[config.mk]
export PLATFORM = sky130hd
export DESIGN_NAME = io_host_bridge
export DESIGN_NICKNAME = d
export VERILOG_FILES = /design/src/rtl/io_host_bridge.sv
export SDC_FILE = /design/constraint.sdc
export NUM_CORES = 1
export LEC_CHECK = 0
export BUFFER_PORTS_ARGS = -buffer_cell sky130_fd_sc_hd__buf_2
export CAP_MARGIN = 0
export CORE_MARGIN = 5
export CORE_UTILIZATION = 40
export DETAILED_ROUTE_END_ITERATION = 8
export SYNTH_ARGS = -nofsm -noshare
export SYNTH_HDL_FRONTEND = slang
export SYNTH_SLANG_ARGS = --single-unit
[constraint.sdc]
create_clock -name clk -period 4.6 [get_ports clk]
set_input_delay 1.38 -clock clk [delete_from_list [all_inputs] [get_ports clk]]
set_output_delay 1.38 -clock clk [all_outputs]
set_load 0.02 [all_outputs]
[src/rtl/io_host_bridge.sv]
// Host-side bridge for the MCU 8-bit I/O port: change-captured TX FIFO and held RX byte.
// Optional echo of the MCU output back to its input when IO_BRIDGE_LOOPBACK_EN is defined.
module io_host_bridge #(
    parameter int DEPTH       = 4,
    parameter int HOLD_CYCLES = 8
) (
    input  logic                     clk,
    input  logic                     reset,
    input  logic [7:0]               mcu_io_output,
    output logic [7:0]               mcu_io_input,
    output logic [7:0]               host_tx_data,
    output logic                     host_tx_valid,
    input  logic                     host_tx_ready,
    input  logic [7:0]               host_rx_data,
    input  logic                     host_rx_valid,
    output logic                     host_rx_ready,
`ifdef IO_BRIDGE_LOOPBACK_EN
    input  logic                     loopback,
`endif
    output logic [$clog2(DEPTH):0]   tx_count,
    output logic                     overflow
);

    localparam int AW = $clog2(DEPTH);
    localparam int HW = (HOLD_CYCLES > 1) ? $clog2(HOLD_CYCLES) : 1;

    typedef enum logic {
        RX_IDLE,
        RX_HOLD
    } rx_state_t;

    logic [7:0]    last_seen;
    logic [7:0]    mem [DEPTH];
    logic [AW-1:0] wr_ptr;
    logic [AW-1:0] rd_ptr;
    logic [AW:0]   count;
    logic          changed;
    logic          full;
    logic          pop;
    logic          do_push;
    logic          drop;

    rx_state_t     rx_state;
    logic [HW-1:0] hold_cnt;
    logic [7:0]    rx_hold;

    assign changed = (mcu_io_output != last_seen);
    assign full    = (count == (AW+1)'(DEPTH));
    assign pop     = (count != '0) && host_tx_ready;
    // A full FIFO still accepts a byte when the head leaves in the same cycle
    assign do_push = changed && (!full || pop);
    assign drop    = changed && full && !pop;

    assign host_tx_data  = mem[rd_ptr];
    assign host_tx_valid = (count != '0);
    assign tx_count      = count;

    always_ff @(posedge clk or posedge reset) begin
        if (reset) begin
            last_seen <= '0;
            wr_ptr    <= '0;
            rd_ptr    <= '0;
            count     <= '0;
            overflow  <= 1'b0;
            for (int i = 0; i < DEPTH; i++) begin
                mem[i] <= '0;
            end
        end else begin
            if (changed) begin
                last_seen <= mcu_io_output;
            end
            if (do_push) begin
                mem[wr_ptr] <= mcu_io_output;
                wr_ptr      <= wr_ptr + 1'b1;
            end
            if (pop) begin
                rd_ptr <= rd_ptr + 1'b1;
            end
            if (do_push && !pop) begin
                count <= count + 1'b1;
            end else if (!do_push && pop) begin
                count <= count - 1'b1;
            end
            if (drop) begin
                overflow <= 1'b1;
            end
        end
    end

    always_ff @(posedge clk or posedge reset) begin
        if (reset) begin
            rx_state      <= RX_IDLE;
            hold_cnt      <= '0;
            rx_hold       <= '0;
            host_rx_ready <= 1'b1;
        end else begin
            unique case (rx_state)
                RX_IDLE: begin
                    if (host_rx_valid) begin
                        rx_hold       <= host_rx_data;
                        hold_cnt      <= HW'(HOLD_CYCLES - 1);
                        host_rx_ready <= 1'b0;
                        rx_state      <= RX_HOLD;
                    end
                end
                RX_HOLD: begin
                    if (hold_cnt == '0) begin
                        host_rx_ready <= 1'b1;
                        rx_state      <= RX_IDLE;
                    end else begin
                        hold_cnt <= hold_cnt - 1'b1;
                    end
                end
                default: begin
                    rx_state <= RX_IDLE;
                end
            endcase
        end
    end

`ifdef IO_BRIDGE_LOOPBACK_EN
    assign mcu_io_input = loopback ? last_seen : rx_hold;
`else
    assign mcu_io_input = rx_hold;
`endif

endmodule
==> results.yml <==
cells_and_area:
  layout.nets: 255
  synthToLayoutAreaGrowth_pct: 15.9
  fin_util_pct: 47.3
  diodes: 0
  layout-drive-gt1-share_pct: 51.1
floorplanning:
  core_um2: 6720
  die_h_um: 92.8
  start_util_pct: 40.9
  die-area_um2: 8620
  die_x_um: 92.8
  pin_count: 42
  num_rows: 30
timing:
  finalSetupViolations: 0
  fin_skew_ns: 0.00720
  rsz0062_at_grt: "false"
  worstMarginPinSlew_ns: 0.794
  finalHoldViolCount: 0
  fin_tns_setup_ns: 0
  slew_headroom_pct: 47.0
  slew_violations: 0
  finalCritPeriodShare_pct: 70.9
  finalWorstPathRequiredPeriod_ns: 3.26
  max_freq_ghz: 0.307
grt:
  antenna_found_initial: 0
  grt_start_max_net_pins: 34
  grt_pass1_wl_um: 8490
  grt-ovfl-total: 0
  grt_usage_pct: 13.0
  grt_pass1_vias: 1684
yosys:
  synth_cell_types: 30
  synthesis.area_um2: 2750
  yosysMostFrequentCell: "dfrtp_1"
  synth_nets: 212
  ys_top_cells_by_area: "dfrtp_1 55%, mux2_2 17%, mux4_2 6.6%"
  synth_area_leader_cell: "dfrtp_1"
  syn_inst: 184
  synth_ff_type: "dfrtp_1"
  synth_area_per_cell_um2: 14.9
  ys_top_cells_by_count: "60 x dfrtp_1, 41 x mux2_2, 10 x clkbuf_1, 10 x xor2_1, 9 x inv_1"
  synth-edff-count: 0
  synth_top_area_share_pct: 54.7
  ys_seq_area_share_pct: 55.7
  async_flop_share_pct: 100
  ys_ff_latch: 61
  ys_warn_count: 0
routing:
  routed_wl_um: 4940
  post_drt_wl_per_cell_um: 15.9
  post_drt_via_cell_ratio: 4.92
  ant_nets: 0
  first_pass_iters: 4
  drtIter0Drc: 45
  vias: 1529
  drc_errors: 0
clocking:
  cts_root_buf: "clkbuf_8"
  postCtsSetupRepairBufs: 0
  cts_made_buffers: 9
  cts_tree: "yes"
  insertion_delay_ns: 0.33
  cts.sinks: 61
  cts-hold-fix-buffers: 0
  cts-resized-gates: 0
  h-tree-depth: 3
  clk_pin_slew_ns: 0.07
  cts_buffer_depth: 2
critical_path:
  cp-startpoint: "rd_ptr[0]$_DFFE_PP0P_"
  reg2reg_depth: 6
  cp_slowest_cell: "dfrtp_1"
  rrSetupSlack_ns: 2.09
  critical-path-max-stage-delay_ns: 0.76
  crit-reg2reg-capture: "tx_count[1]$_DFFE_PP0P_"
  criticalPathCategory: "reg -> out"
  required_ns: 3.22
  worstPathMaxFanout: 10
  worstReg2RegStart: "tx_count[0]$_DFFE_PP0P_"
  start_kind: "flip-flop"
  cp-end-kind: "primary output"
  cp.arrival_ns: 1.88
  critical_path.cell_chain: "mux4_2 > buf_2"
worst_hold_path:
  whs_path_depth: 1
  hold_end: "overflow$_DFFE_PP0P_"
  min_path_type: "reg -> reg"
  hold_start: "overflow$_DFFE_PP0P_"
power:
  switching_power_w: 0.000866
  p_comb_share_pct: 43.7
  switching_share_pct: 36.0
  p_int_w: 0.00154
  p_leak_nw: 1.41
  clockPowerShare_pct: 16.6
  pwr_density_cell_nw_per_um2: 757
  ir_worst_vdd_v: 0.000305
  pwr-share-seq_pct: 39.7
place:
  gp_congestion: 0.683
  io_buffers: 41
  hpwlAfterDp_um: 3350
run_status:
  outcome: "complete, no violations"
job:
  maxCapViolCount: 0
through the flow:
step | power [W] | instances | setup slack (ns) | instance area (um2) | hold WS [ns]
floorplan | 0.00175 | 184 | 1.16 | 2750 | 0.475
finish | 0.00241 | 311 | 1.34 | 3180 | 0.470
global placement | 0.00202 | 296 | 1.14 | 3020 | 0.462
detailed placement | 0.00204 | 296 | 1.12 | 3020 | 0.463
global route | 0.00259 | 311 | 1.18 | 3180 | 0.492
CTS | 0.00245 | 311 | 1.27 | 3180 | 0.477
state kept, by name, summed over array words and instances (netlist names), 2 cells and up:
| register | flops |
|---|---|
| rd_ptr | 2 |
| last_seen | 8 |
| wr_ptr | 2 |
| mcu_io_input | 8 |
| hold_cnt | 3 |
| mem | 32 |
| tx_count | 3 |
power groups by stage:
stage | clock network (W) | logic [W] | registers, W
finish | 0.000400 | 0.00105 | 0.000956
global route | 0.000443 | 0.00115 | 0.000998
CTS | 0.000414 | 0.00107 | 0.000963
detailed placement | 0 | 0.00107 | 0.000971
global placement | 0 | 0.00105 | 0.000964
floorplan | 0 | 0.000784 | 0.000967
critical path, delay by kind of cell (launching register included):
kind | cells | cell delay [ns]
flip-flops | 1 | 0.76
buffers and inverters | 1 | 0.18
multiplexers | 1 | 0.60
metal layers:
metal / up-vias / track usage (%) / share of wire, %
met5: - / 0 / 0
met4: 0 / 5.86 / 1.8
met3: 10 / 4.39 / 4.1
met2: 27 / 19.7 / 48
met1: 774 / 16.8 / 46
li1: 718 / - / -
kinds of logic after synthesis:
family,count (synthesis),share of synthesized area (%)
AO/OA/AOI/OAI,11,4.01
multiplexers,50,23.9
XOR/XNOR,14,4.47
AND/OR/NAND/NOR,19,4.92
flip-flops,61,55.7
buffers and inverters,21,3.10
adder cells (fa/ha/maj),8,3.92
worst max-delay path by stage:
stage	depth (start not counted)	endpoint	slack [ns]
finish	2	host_tx_data[7]	1.34
global route	2	host_tx_data[7]	1.18
CTS	2	host_tx_data[7]	1.27
detailed placement	7	tx_count[1]$_DFFE_PP0P_	1.12
global placement	7	tx_count[1]$_DFFE_PP0P_	1.14
floorplan	7	tx_count[1]$_DFFE_PP0P_	1.16
cells in the final DEF, fill, tap and decap left out, drive strengths merged, types with 2 or more instances in the layout:
cell type,Yosys,final
a21oi,8,8
and3,2,2
buf,1,44
clkbuf,10,13
clkinv,0,2
dfrtp,60,60
ha,7,7
inv,9,9
mux2,42,42
mux4,8,8
nand2,6,6
nor4,2,2
xnor2,4,4
xor2,10,10
cell type report:
type / count / area (um2)
clock inverter: 2 / 10.0
fill: 635 / 3540
timing repair buffer: 44 / 228
inverter: 9 / 33.8
sequential: 61 / 1530
multi-input combinational: 102 / 1130
clock buffer: 13 / 149
tap: 80 / 100
Note: power is estimated with default switching activity, not from simulation.
